$ cat config.mk
export PLATFORM = sky130hd
export DESIGN_NAME = sm_dot_acc_flat
export DESIGN_NICKNAME = d
export VERILOG_FILES = /design/src/rtl/sm_dot_acc_if.sv /design/src/rtl/sm_dot_acc.sv /design/src/flat_wrapper.sv
export SDC_FILE = /design/constraint.sdc
export NUM_CORES = 1
export LEC_CHECK = 0
export BUFFER_PORTS_ARGS = -buffer_cell sky130_fd_sc_hd__buf_2
export CORE_UTILIZATION = 30
export DETAILED_ROUTE_END_ITERATION = 8
export GPL_ROUTABILITY_DRIVEN = 0
export MAX_ROUTING_LAYER = met4
export PLACE_DENSITY_LB_ADDON = 0.2
export RECOVER_POWER = 50
export SETUP_SLACK_MARGIN = 0.15
export SYNTH_ARGS = -nofsm -noshare
export SYNTH_HDL_FRONTEND = slang
export SYNTH_SLANG_ARGS = --single-unit
$ cat constraint.sdc
create_clock -name clk -period 3 [get_ports clk]
set_input_delay 0.15 -clock clk [delete_from_list [all_inputs] [get_ports clk]]
set_output_delay 0.15 -clock clk [all_outputs]
set_load 0.02 [all_outputs]
$ cat src/rtl/sm_dot_acc_if.sv
// rtl/sm_dot_acc_if.sv - start/term/result signal bundle for the dot-product accumulator
interface sm_dot_acc_if #(
   parameter int PROD_W = 32,
   parameter int ACC_W  = 40,
   parameter int CNT_W  = 8
);
   logic              acc_start;
   logic [CNT_W-1:0]  len;
   logic              sm_ready;
   logic [PROD_W-1:0] sm_product;
   logic              acc_ack;
   logic [ACC_W-1:0]  acc_out;
   logic              acc_valid;
   logic              overflow;
   logic              busy;
   logic [CNT_W-1:0]  count;

   modport master (
      output acc_start, len, sm_ready, sm_product, acc_ack,
      input  acc_out, acc_valid, overflow, busy, count
   );

   modport slave (
      input  acc_start, len, sm_ready, sm_product, acc_ack,
      output acc_out, acc_valid, overflow, busy, count
   );
endinterface

$ cat src/rtl/sm_dot_acc.sv
// rtl/sm_dot_acc.sv - sums a programmed number of multiplier products with saturation
module sm_dot_acc #(
   parameter int PROD_W = 32,
   parameter int ACC_W  = 40,
   parameter int CNT_W  = 8
) (
   input  logic         clk,
   input  logic         reset,
   sm_dot_acc_if.slave  bus
);
   typedef enum logic [1:0] {
      IDLE  = 2'd0,
      ACCUM = 2'd1,
      HOLD  = 2'd2
   } state_t;

   state_t            state;
   logic [ACC_W-1:0]  acc_q;
   logic [CNT_W-1:0]  count_q;
   logic [CNT_W-1:0]  len_q;
   logic              valid_q;
   logic              ovf_q;
   logic              busy_q;
   logic              ready_q;

   logic              term;
   logic              start_ok;
   logic [ACC_W:0]    sum;
   logic [CNT_W-1:0]  count_nx;

   // A term is a rising ready; ready_q resets high so a level already up at release is skipped.
   assign term     = bus.sm_ready & ~ready_q;
   assign start_ok = bus.acc_start & (state != HOLD);
   assign sum      = {1'b0, acc_q} + {{(ACC_W + 1 - PROD_W){1'b0}}, bus.sm_product};
   assign count_nx = count_q + CNT_W'(1);

   always_ff @(posedge clk) begin
      if (!reset) begin
         state   <= IDLE;
         acc_q   <= '0;
         count_q <= '0;
         len_q   <= '0;
         valid_q <= 1'b0;
         ovf_q   <= 1'b0;
         busy_q  <= 1'b0;
         ready_q <= 1'b1;
      end else begin
         ready_q <= bus.sm_ready;
         if (start_ok) begin
            // Restart from ACCUM beats any coincident term; that product is dropped.
            len_q   <= bus.len;
            acc_q   <= '0;
            count_q <= '0;
            ovf_q   <= 1'b0;
            if (bus.len == '0) begin
               state   <= HOLD;
               valid_q <= 1'b1;
               busy_q  <= 1'b0;
            end else begin
               state   <= ACCUM;
               valid_q <= 1'b0;
               busy_q  <= 1'b1;
            end
         end else begin
            case (state)
               ACCUM: begin
                  if (term) begin
                     if (sum[ACC_W] || ovf_q) begin
                        acc_q <= {ACC_W{1'b1}};
                        ovf_q <= 1'b1;
                     end else begin
                        acc_q <= sum[ACC_W-1:0];
                     end
                     count_q <= count_nx;
                     if (count_nx == len_q) begin
                        state   <= HOLD;
                        valid_q <= 1'b1;
                        busy_q  <= 1'b0;
                     end
                  end
               end
               HOLD: begin
                  if (bus.acc_ack) begin
                     state   <= IDLE;
                     valid_q <= 1'b0;
                  end
               end
               default: begin
                  state <= IDLE;
               end
            endcase
         end
      end
   end

   assign bus.acc_out   = acc_q;
   assign bus.acc_valid = valid_q;
   assign bus.overflow  = ovf_q;
   assign bus.busy      = busy_q;
   assign bus.count     = count_q;
endmodule

$ cat src/flat_wrapper.sv
// flat-port wrapper written by rule: the top's interface ports become plain ports
module sm_dot_acc_flat 
#(
   parameter int PROD_W = 32,
   parameter int ACC_W  = 40,
   parameter int CNT_W  = 8
)
  (clk, reset, bus_acc_start, bus_len, bus_sm_ready, bus_sm_product, bus_acc_ack, bus_acc_out, bus_acc_valid, bus_overflow, bus_busy, bus_count);
  sm_dot_acc_if #(.PROD_W(PROD_W), .ACC_W(ACC_W), .CNT_W(CNT_W)) bus_i ();
  input  logic clk;
  input  logic reset;
  input wire logic [$bits(bus_i.acc_start)-1:0] bus_acc_start;
  input wire logic [$bits(bus_i.len)-1:0] bus_len;
  input wire logic [$bits(bus_i.sm_ready)-1:0] bus_sm_ready;
  input wire logic [$bits(bus_i.sm_product)-1:0] bus_sm_product;
  input wire logic [$bits(bus_i.acc_ack)-1:0] bus_acc_ack;
  output wire logic [$bits(bus_i.acc_out)-1:0] bus_acc_out;
  output wire logic [$bits(bus_i.acc_valid)-1:0] bus_acc_valid;
  output wire logic [$bits(bus_i.overflow)-1:0] bus_overflow;
  output wire logic [$bits(bus_i.busy)-1:0] bus_busy;
  output wire logic [$bits(bus_i.count)-1:0] bus_count;
  assign bus_i.acc_start = bus_acc_start;
  assign bus_i.len = bus_len;
  assign bus_i.sm_ready = bus_sm_ready;
  assign bus_i.sm_product = bus_sm_product;
  assign bus_i.acc_ack = bus_acc_ack;
  assign bus_acc_out = bus_i.acc_out;
  assign bus_acc_valid = bus_i.acc_valid;
  assign bus_overflow = bus_i.overflow;
  assign bus_busy = bus_i.busy;
  assign bus_count = bus_i.count;
  sm_dot_acc #(.PROD_W(PROD_W), .ACC_W(ACC_W), .CNT_W(CNT_W)) u_core (.clk(clk), .reset(reset), .bus(bus_i));
endmodule
==> impl_results.md, run 1 <==
* Status: complete, but fails checks
* Failing checks: design-rule violations
* Total Power Consumption at 2.35 mW
* Syn-to-layout area delta at 24.6%
* Worst Reg2Reg Path Length in Cells at 11
* Non-filler cells, final at 873
* Max-slew violation count at 0
* ANT nets after route at 0
* Endpoint kind of the worst setup timing path: register
* Ant. Diodes at 0
* Worst Hold Class: input port to register
* Number of buffers on the longest clock path at 2
* Post-DR wirelength/cell at 16.2 um
* Number of design rule violations left after detail routing at 10
* Die Width at 125 um
* Root Driver: clkbuf_16
* CTS Buf Count at 9
* Number of search-and-repair iterations in the first detailed-routing pass at 7
* Crit Reg-Reg Startpoint: u_core.bus.acc_out[0]$_SDFFE_PP0P_
* Reg area at 1240 sq um
* Setup Crit Path Kind: register to register
* Number of flops mapped to enable cells by yosys at 0
* Number of top-level pins at 96
* Total overflow reported by the global router at 0
* Crit share post-route at 92.4%
* Origin of the worst min-delay path: bus_len[7]
* Maximum Capacitance Violations at 0
* Sum of negative setup slack at 0 ns
* Global router's overall resource usage at 18.9%
* Clk_lat worst skew at 0.35 ns
* Number of vias per cell after detailed routing at 5.40
* Detailed-placement wirelength estimate at 10,600 um
* WP data arrival at 2.97 ns
* H-tree depth at 3
* Most common flop cell mapped by yosys: dfxtp_1
* Most numerous cell in the Yosys netlist: dfxtp_1
* Upper clock frequency limit at 0.361 GHz
* Warning count from the yosys run at 0
* # setup viols final at 0
* Number of unique standard cell types used by synthesis at 61
* Clock-pin slew reported for the worst setup and hold paths after clock tree synthesis at 0.06 ns
* Cell area after synthesis at 4540 sq um
* Final critical path time including I/O delays and setup at 2.77 ns
* Endpoint of the worst register-to-register path: u_core.bus.acc_out[34]$_SDFFE_PP0P_
* Detailed Route Iter0 Violations at 270
* Setup repair after global routing missed its margin: yes
* Wire length of the first global-routing pass at 22,800 um
* Top cell types by occurrence after synthesis: dfxtp_1, nand2_1, o21ai_0, a21oi_1, nor2_1
* Placement Setup Slack at -0.0243 ns
* Net count reported at finish at 765
* Startpoint types: register
* Worst Path Required at 3.20 ns
* Count of input and output buffers at 95
* Hold endpoint: u_core.len_q[7]$_SDFFE_PN0P_
* Power density normalized to cell area at 416 nW/um^2
* Leakage power at 2.36 nW
* Syn_area_per_cell at 7.73 sq um
* Full die area at 15,600 sq um
* Relative slew margins at 54.6%
* Measured slew at the worst slew-check pin at 0.681 ns
* Setup clock skew after layout at 0.00716 ns
* Cell taking the most area after synthesis: dfxtp_1
* Vertical extent of the die at 125 um
* TritonCTS clock tree: done
* CTS sink cnt at 62
* Count of placed standard cells including taps at 850
* Placement row count at 44
* Post-Syn Nets at 668
* Proportion of synthesized chip area in sequential cells at 27.4%
* Worst-case setup margin in the final layout at 0.227 ns
* Via count of the first global-routing pass at 4,516
* Vias after detailed routing at 4,716
* Number of fill cells in the layout at 1,553
* Total Routed Length at 14,100 um
* Worst ir drop on vdd at 0.283 mV
* Core area at 14,600 sq um
* Ranking of synthesized cells by area: dfxtp_1, ha_1, o21ai_0
* Flip-flop and latch count after synthesis at 62
* Number of antenna violations at the first check in global routing at 0
* Starting density of the core at 31.0%
* Largest fanout on the critical path at 8
* Worst hold path cell count at 3
* Synthesized instance count at 587
* Largest net degree at the start of global routing at 35
* Async set-or-reset flop fraction in the synthesized netlist at 0%
* Total count of hold-check failures in the final report at 0
* Proportion of layout cells with a drive suffix above 1 at 14.9%
* Area used by multi-input combinational logic at 3170 sq um
* Portion of synthesized cell area occupied by the leading cell type at 27.4%
* Setup slack, reg-to-reg at 0.23 ns
## registers in the layout, summed over array words and instances, names as in the netlist
name	count
u_core.bus.overflow	1
u_core.bus.busy	1
u_core.bus.acc_valid	1
u_core.len_q	8
u_core.state	2
u_core.bus.acc_out	40
u_core.ready_q	1
u_core.bus.count	8
## layout by cell type, fill, tap and decap left out, types with 4 or more instances in the layout
master | netlist | final
a211oi_1 | 6 | 6
nand2b_1 | 5 | 5
a21oi_1 | 51 | 50
o211ai_1 | 5 | 5
buf_2 | 10 | 44
ha_1 | 35 | 32
nor2_1 | 42 | 42
nor2b_1 | 6 | 6
xor2_1 | 14 | 14
o21ai_1 | 2 | 4
nor4_1 | 5 | 4
and2_1 | 6 | 5
nand2_1 | 61 | 61
inv_1 | 13 | 13
a31oi_1 | 29 | 29
dfxtp_1 | 62 | 62
nand4_1 | 11 | 11
nor3_1 | 13 | 13
clkbuf_1 | 21 | 52
xnor2_1 | 25 | 25
buf_4 | 1 | 21
o21a_1 | 8 | 8
and3_1 | 10 | 10
a21boi_0 | 8 | 8
o21ai_0 | 55 | 53
a21o_1 | 18 | 17
nand3_1 | 15 | 15
clkbuf_16 | 0 | 9
## critical path, stage by stage (launching register included)
cell and delay, ns:
dfxtp_1 0.35, ha_4 0.19, fa_2 0.35, a21o_1 0.19
a22o_1 0.23, o22ai_4 0.22, o41ai_4 0.11, a21o_1 0.23
a21o_4 0.23, clkbuf_4 0.18, nor2_4 0.23, a311oi_2 0.12
## metal layers
metal	track usage (%)	wire length, um
met1	23.7	6520
met2	30.7	6740
met3	3.55	671
met4	5.95	188
met5	-	0
## where the power goes
group	internal, mW	switching (mW)	total (mW)	leakage (nW)
Sequential	0.840	0.0123	0.852	0.502
Clock	0.809	0.404	1.21	0.159
Combinational	0.113	0.172	0.285	1.70
## logic make-up after synthesis
group | share of synthesized area, %
xor gates and xnor gates | 7.53
adders and majority gates | 10.1
AOI/OAI and AO/OA | 31.2
buffers and inverters | 4.41
muxes | 0.221
and+or+nand+nor | 19.2
DFF | 27.4
## through the flow
stage               util (%)  hold WS [ns]  cell area, sq um
floorplan                  -         0.223              4540
global placement        35.7         0.354              5230
detailed placement      35.7         0.361              5230
CTS                     38.5        0.0567              5630
global route            38.6        0.0699              5650
finish                  38.6        0.0668              5650
## how the worst max path moves through the flow
stage	from	endpoint	slack (ns)	cells past startpoint
detailed placement	u_core.bus.acc_out[0]$_SDFFE_PP0P_	u_core.bus.acc_out[34]$_SDFFE_PP0P_	-0.02	10
global route	u_core.bus.acc_out[0]$_SDFFE_PP0P_	u_core.bus.acc_out[34]$_SDFFE_PP0P_	0.12	11
floorplan	u_core.bus.acc_out[0]$_SDFFE_PP0P_	u_core.bus.acc_out[15]$_SDFFE_PP0P_	0.21	11
finish	u_core.bus.acc_out[0]$_SDFFE_PP0P_	u_core.bus.acc_out[34]$_SDFFE_PP0P_	0.23	11
CTS	u_core.bus.acc_out[0]$_SDFFE_PP0P_	u_core.bus.acc_out[37]$_SDFFE_PP0P_	0.15	11
global placement	u_core.bus.acc_out[0]$_SDFFE_PP0P_	u_core.bus.acc_out[34]$_SDFFE_PP0P_	0.04	10
## area by class of cell
type	instances	share of cell area [%]
Sequential cell	62	22.0
Timing Repair Buffer	120	10.9
Clock inverter	6	1.95
Inverter	13	0.864
Clock buffer	10	4.05
Multi-Input combinational cell	478	56.2
Tap cell	184	4.07
## repair_timing
| action | CTS | global route |
|---|---|---|
| endpoints found under the hold margin | 1 | 0 |
| hold buffers | 1 | 0 |
| setup endpoints to repair | 30 | 30 |
| gates resized for setup | 7 | 13 |
| pin swaps | 3 | 8 |
| buffers inserted | 4 | 2 |
Power figures use the tool's default switching activity.
==> run 2: changes to the inputs <==
--- a/config.mk
+++ b/config.mk
@@ -6,7 +6,7 @@
 export NUM_CORES = 1
 export LEC_CHECK = 0
 export BUFFER_PORTS_ARGS = -buffer_cell sky130_fd_sc_hd__buf_2
-export CORE_UTILIZATION = 30
+export CORE_UTILIZATION = 55
 export DETAILED_ROUTE_END_ITERATION = 8
 export GPL_ROUTABILITY_DRIVEN = 0
 export MAX_ROUTING_LAYER = met4
==> run 2 against run 1 <==
The flow now finishes without violations. Largest power group unchanged. Critical endpoint is now u_core.bus.acc_out[9]$_SDFFE_PP0P_. Core utilization grew 30 points. Highest routed layer unchanged. Non-clock buffer count decreased by 7. Global-route usage up 11 points. First-iteration DRC count increased by 53%. Combinational power decreased by 3%. Register-to-register slack improved by 0.03 ns. Die area fell by 45%. Sequential share of layout area up 1.1 points.
==> impl_results.md, run 2 (same netlist as run 1, synthesis figures left out) <==
* Net count reported at finish at 758
* Largest net degree at the start of global routing at 50
* Startpoint types: register
* Met2 track demand over resource at 49.8%
* Number of top-level pins at 96
* Leakage power at 2.29 nW
* Largest fanout on the critical path at 4
* CTS Buf Count at 9
* Root Driver: clkbuf_8
* Total Routed Length at 12,700 um
* Relative slew margins at 41.5%
* Worst Path Required at 3.24 ns
* ANT nets after route at 0
* Vias after detailed routing at 4,795
* Number of buffers on the longest clock path at 2
* Non-filler cells, final at 784
* Setup repair after global routing missed its margin: no
* Syn-to-layout area delta at 18.4%
* Maximum Capacitance Violations at 0
* Crit share post-route at 91.5%
* Clk_lat worst skew at 0.36 ns
* Global router's overall resource usage at 30.2%
* Max-slew violation count at 0
* Proportion of layout cells with a drive suffix above 1 at 14.1%
* Power density normalized to cell area at 387 nW/um^2
* Ant. Diodes at 0
* Worst Hold Class: input port to register
* Count of placed standard cells including taps at 760
* TritonCTS clock tree: done
* Met3 Use GR at 5.50%
* Number of search-and-repair iterations in the first detailed-routing pass at 5
* Setup clock skew after layout at 0.0129 ns
* Most common library cell in the layout ignoring fill and taps: dfxtp_1
* Endpoint kind of the worst setup timing path: register
* Total count of hold-check failures in the final report at 0
* Layout Cell Area excl Fill at 5370 sq um
* DP Area at 5060 sq um
* Core area at 7850 sq um
* CTS sink cnt at 62
* Full die area at 8610 sq um
* Wire length of the first global-routing pass at 20,300 um
* Number of flip-flops under the largest register name at 40
* Detailed Route Iter0 Violations at 414
* Upper clock frequency limit at 0.364 GHz
* Total overflow reported by the global router at 0
* Placement row count at 32
* Clock-pin slew reported for the worst setup and hold paths after clock tree synthesis at 0.09 ns
* Worst ir drop on vdd at 0.257 mV
* GRT busiest layer: met2
* Setup Crit Path Kind: register to register
* # setup viols final at 0
* Vertical extent of the die at 92.8 um
* Post-DR wirelength/cell at 16.2 um
* Final critical path time including I/O delays and setup at 2.75 ns
* WP data arrival at 2.99 ns
* Number of antenna violations at the first check in global routing at 0
* Via count of the first global-routing pass at 4,348
* H-tree depth at 3
* Detailed-placement wirelength estimate at 9150 um
* Met1 Track Usage GR at 37.5%
* Starting density of the core at 57.8%
* Status: finished, final reports clean
* Measured slew at the worst slew-check pin at 0.877 ns
* Count of input and output buffers at 95
* Number of vias per cell after detailed routing at 6.12
* Die Width at 92.8 um
* Most frequent cells in the layout: dfxtp_1, nand2_1, o21ai_0, clkbuf_1, a21oi_1
* Number of design rule violations left after detail routing at 0
## run 2: changes by cell type in the layout (fill, tap and decap cells not counted), moves of 2 or more
| cell | change |
|---|---|
| clkbuf_16 | -9 |
| clkbuf_8 | +9 |
| buf_4 | -5 |
| inv_6 | +4 |
| clkinvlp_4 | -2 |
## run 2: stage by stage
step	utilization [%]	hold slack (ns)	power, mW	TNS [ns]	worst slack (ns)
3_5_place_dp	64.5	0.361	1.14	-0.127	-0.0517
5_1_grt	68.4	0.0298	2.15	0	0.135
3_3_place_gp	64.5	0.347	1.13	0	0.0649
6_report	68.4	0.0415	2.08	0	0.254
2_1_floorplan	-	0.223	1.05	0	0.215
4_1_cts	68.5	0.0404	2.08	0	0.185
## run 2: cell type report
type	instances	area (sq um)
fillers	742	2480
repair buffers	113	553
flip-flops and latches	62	1240
well taps	102	128
multi-input cells	478	3150
inverters	13	48.8
clock inverters	7	125
clock buffers	9	124
## run 2: timing repair
item,in CTS,in global routing
setup buffers,5,2
hold endpoints to repair,1,0
endpoints found under the setup margin,31,37
hold buffers,1,0
resized for setup,5,10
pin swaps,3,8
## run 2: per-layer routing
layer  vias to the layer above  share of wire [%]
met5                         -                  0
met2                       208                 48
li1                       2348                  -
met4                         0                1.6
met3                        20                7.0
met1                      2219                 44
## run 2: where the power goes
part           internal, mW  total (mW)  leakage, nW  switching [mW]
registers             0.838       0.850        0.502          0.0116
logic                 0.110       0.277         1.67           0.168
clock network         0.564       0.953        0.125           0.389
total                  1.51        2.08         2.29           0.568
## run 2: path summary, 6_finish.rpt
path                                           start                                  to  slack, ns  cells past startpoint
setup / recovery  u_core.bus.acc_out[0]$_SDFFE_PP0P_  u_core.bus.acc_out[9]$_SDFFE_PP0P_       0.25                     11
hold / removal                            bus_len[4]        u_core.len_q[4]$_SDFFE_PN0P_       0.04                      3
setup reg to reg  u_core.bus.acc_out[0]$_SDFFE_PP0P_  u_core.bus.acc_out[9]$_SDFFE_PP0P_       0.25                     11
hold reg to reg         u_core.len_q[0]$_SDFFE_PN0P_        u_core.len_q[0]$_SDFFE_PN0P_       0.49                      2
## run 2: worst max-delay path: stages, from the launching register on
cell and delay (ns):
dfxtp_1 0.33, ha_2 0.20, fa_2 0.36, a21o_1 0.20, a22o_1 0.23, o22ai_4 0.22
o41ai_4 0.11, a21o_1 0.25, buf_4 0.16, a2111o_1 0.37, mux2i_1 0.14, nor2_1 0.06
==> run 3: changes to the inputs <==
--- a/config.mk
+++ b/config.mk
@@ -10,7 +10,7 @@
 export DETAILED_ROUTE_END_ITERATION = 8
 export GPL_ROUTABILITY_DRIVEN = 0
 export MAX_ROUTING_LAYER = met4
-export PLACE_DENSITY_LB_ADDON = 0.2
+export PLACE_DENSITY_LB_ADDON = 0.1
 export RECOVER_POWER = 50
 export SETUP_SLACK_MARGIN = 0.15
 export SYNTH_ARGS = -nofsm -noshare
==> run 3 against run 2 <==
Die area stayed put. Worst hold slack worse by 0.035 ns. Non-clock buffer count rose by 3. Maximum frequency barely moved. Critical path depth fell by 1. Power is 6.8% lower. Clock power decreased by 15%. Critical path type unchanged. Highest routed layer unchanged.
==> impl_results.md, run 3 (same netlist as run 1, synthesis figures left out) <==
* Status: finished, final reports clean
* Endpoint kind of the worst setup timing path: register
* # setup viols final at 0
* Number of buffers on the longest clock path at 2
* Worst hold path cell count at 2
* Vertical extent of the die at 92.8 um
* Number of flip-flops under the largest register name at 40
* Ant. Diodes at 0
* Detailed-placement wirelength estimate at 9210 um
* Clk_lat worst skew at 0.34 ns
* H-tree depth at 3
* Upper clock frequency limit at 0.364 GHz
* Worst ir drop on vdd at 0.232 mV
* Core area at 7850 sq um
* Proportion of layout cells with a drive suffix above 1 at 14.6%
* Net count reported at finish at 761
* Wire length of the first global-routing pass at 20,500 um
* Starting density of the core at 57.8%
* Max-slew violation count at 0
* Detailed Route Iter0 Violations at 319
* Crit share post-route at 91.6%
* Number of fill cells in the layout at 733
* Number of top-level pins at 96
* Smallest hold slack at 0.00623 ns
* CTS Hold Bufs at 0
* Total count of hold-check failures in the final report at 0
* ANT nets after route at 0
* Syn-to-layout area delta at 18.2%
* Largest fanout on the critical path at 9
* Vias after detailed routing at 4,793
* Power density normalized to cell area at 361 nW/um^2
* Relative slew margins at 59.2%
* TritonCTS clock tree: done
* CTS sink cnt at 62
* Number of design rule violations left after detail routing at 0
* Global router's overall resource usage at 30.2%
* Worst Reg2Reg Path Length in Cells at 10
* Total Routed Length at 12,400 um
* Crit path cell chain: ha_4 > fa_2 > a21o_1 > a22o_1 > o22ai_4 > o41ai_4 > a21o_1 > a21o_4 > nor4_1 > a21oi_1
* Maximum Capacitance Violations at 0
* Dominant cell type by count on the critical path: a21o_1
* Final core utilization at 68.3%
* Leakage power at 2.28 nW
* Full die area at 8610 sq um
* Setup clock skew after layout at 0.0103 ns
* Most frequent cells in the layout: nand2_1, dfxtp_1, o21ai_0, clkbuf_1, a21oi_1
* Largest net degree at the start of global routing at 24
* Max stage delay on crit path at 0.37 ns
* Number of vias per cell after detailed routing at 6.09
* Clock-pin slew reported for the worst setup and hold paths after clock tree synthesis at 0.07 ns
* Total overflow reported by the global router at 0
* Number of search-and-repair iterations in the first detailed-routing pass at 5
* WP data arrival at 2.97 ns
* Die Width at 92.8 um
* Layout Cell Area excl Fill at 5360 sq um
* Final critical path time including I/O delays and setup at 2.75 ns
* Worst Path Required at 3.22 ns
* DP Area at 5090 sq um
* Number of antenna violations at the first check in global routing at 0
* Measured slew at the worst slew-check pin at 0.610 ns
* Via count of the first global-routing pass at 4,372
* Post-DR wirelength/cell at 15.8 um
* Worst Hold Class: input port to register
* Count of input and output buffers at 95
* CTS Buf Count at 9
* Root Driver: clkbuf_8
* Placement row count at 32
* Startpoint types: register
* Sum of negative setup slack at 0 ns
* Setup repair after global routing missed its margin: yes
* Setup Crit Path Kind: register to register
* Critical Path Slowest Stage Cell: fa_2
-- run 3: cell types whose count changed in the layout (fill, tap and decap cells not counted), sizes merged --
cell	previous run	this run
bufinv	3	1
inv	17	13
clkinvlp	0	1
dlygate4sd3	1	0
buf	61	64
clkbuf	60	66
-- run 3: repair_timing --
item	in CTS	in global routing
buffers inserted	3	4
endpoints found under the setup margin	20	36
pin swaps	3	6
gates cloned	0	0
hold endpoints to repair	0	0
gates resized for setup	4	11
-- run 3: final cells by class --
class,instances,area [sq um],share of cell area [%]
multi-input combinational,478,3150,58.8
sequential,62,1240,23.2
timing repair buffer,116,568,10.6
clock buffer,14,183,3.41
tap,102,128,2.38
inverter,13,48.8,0.910
clock inverter,2,37.5,0.700
-- run 3: worst max-delay path, delay by kind of cell (launching register included) --
family,cells,cell delay (ns)
DFF,1,0.34
and+or+nand+nor,1,0.31
adders and majority gates,2,0.54
AOI/OAI and AO/OA,7,1.44
-- run 3: through the flow --
step                      power, mW  setup WS (ns)  cells
after floorplan                1.05          0.215    587
after global routing           2.01          0.144    787
final                          1.94          0.252    787
after global placement         1.13          0.130    764
after CTS                      1.94          0.171    783
after detailed placement       1.14        -0.0253    764
-- run 3: layer usage --
layer | global-route usage, % | part of all wire (%) | up-vias
met4 | 11.0 | 2.4 | 0
met3 | 4.68 | 7.2 | 39
li1 | - | - | 2351
met5 | - | 0 | -
met2 | 48.7 | 47 | 209
met1 | 38.2 | 44 | 2194
-- run 3: power breakdown --
part           total [mW]  internal [mW]  switching (mW)
logic               0.273          0.110           0.164
clock network       0.814          0.475           0.338
registers           0.850          0.838          0.0119
-- run 3: final timing paths --
kind / from / to / slack, ns
max: u_core.bus.acc_out[0]$_SDFFE_PP0P_ / u_core.bus.acc_out[15]$_SDFFE_PP0P_ / 0.25
min: bus_sm_ready / u_core.ready_q$_SDFF_PN1_ / 0.006
max reg2reg: u_core.bus.acc_out[0]$_SDFFE_PP0P_ / u_core.bus.acc_out[15]$_SDFFE_PP0P_ / 0.25
min reg2reg: u_core.len_q[1]$_SDFFE_PN0P_ / u_core.len_q[1]$_SDFFE_PN0P_ / 0.48
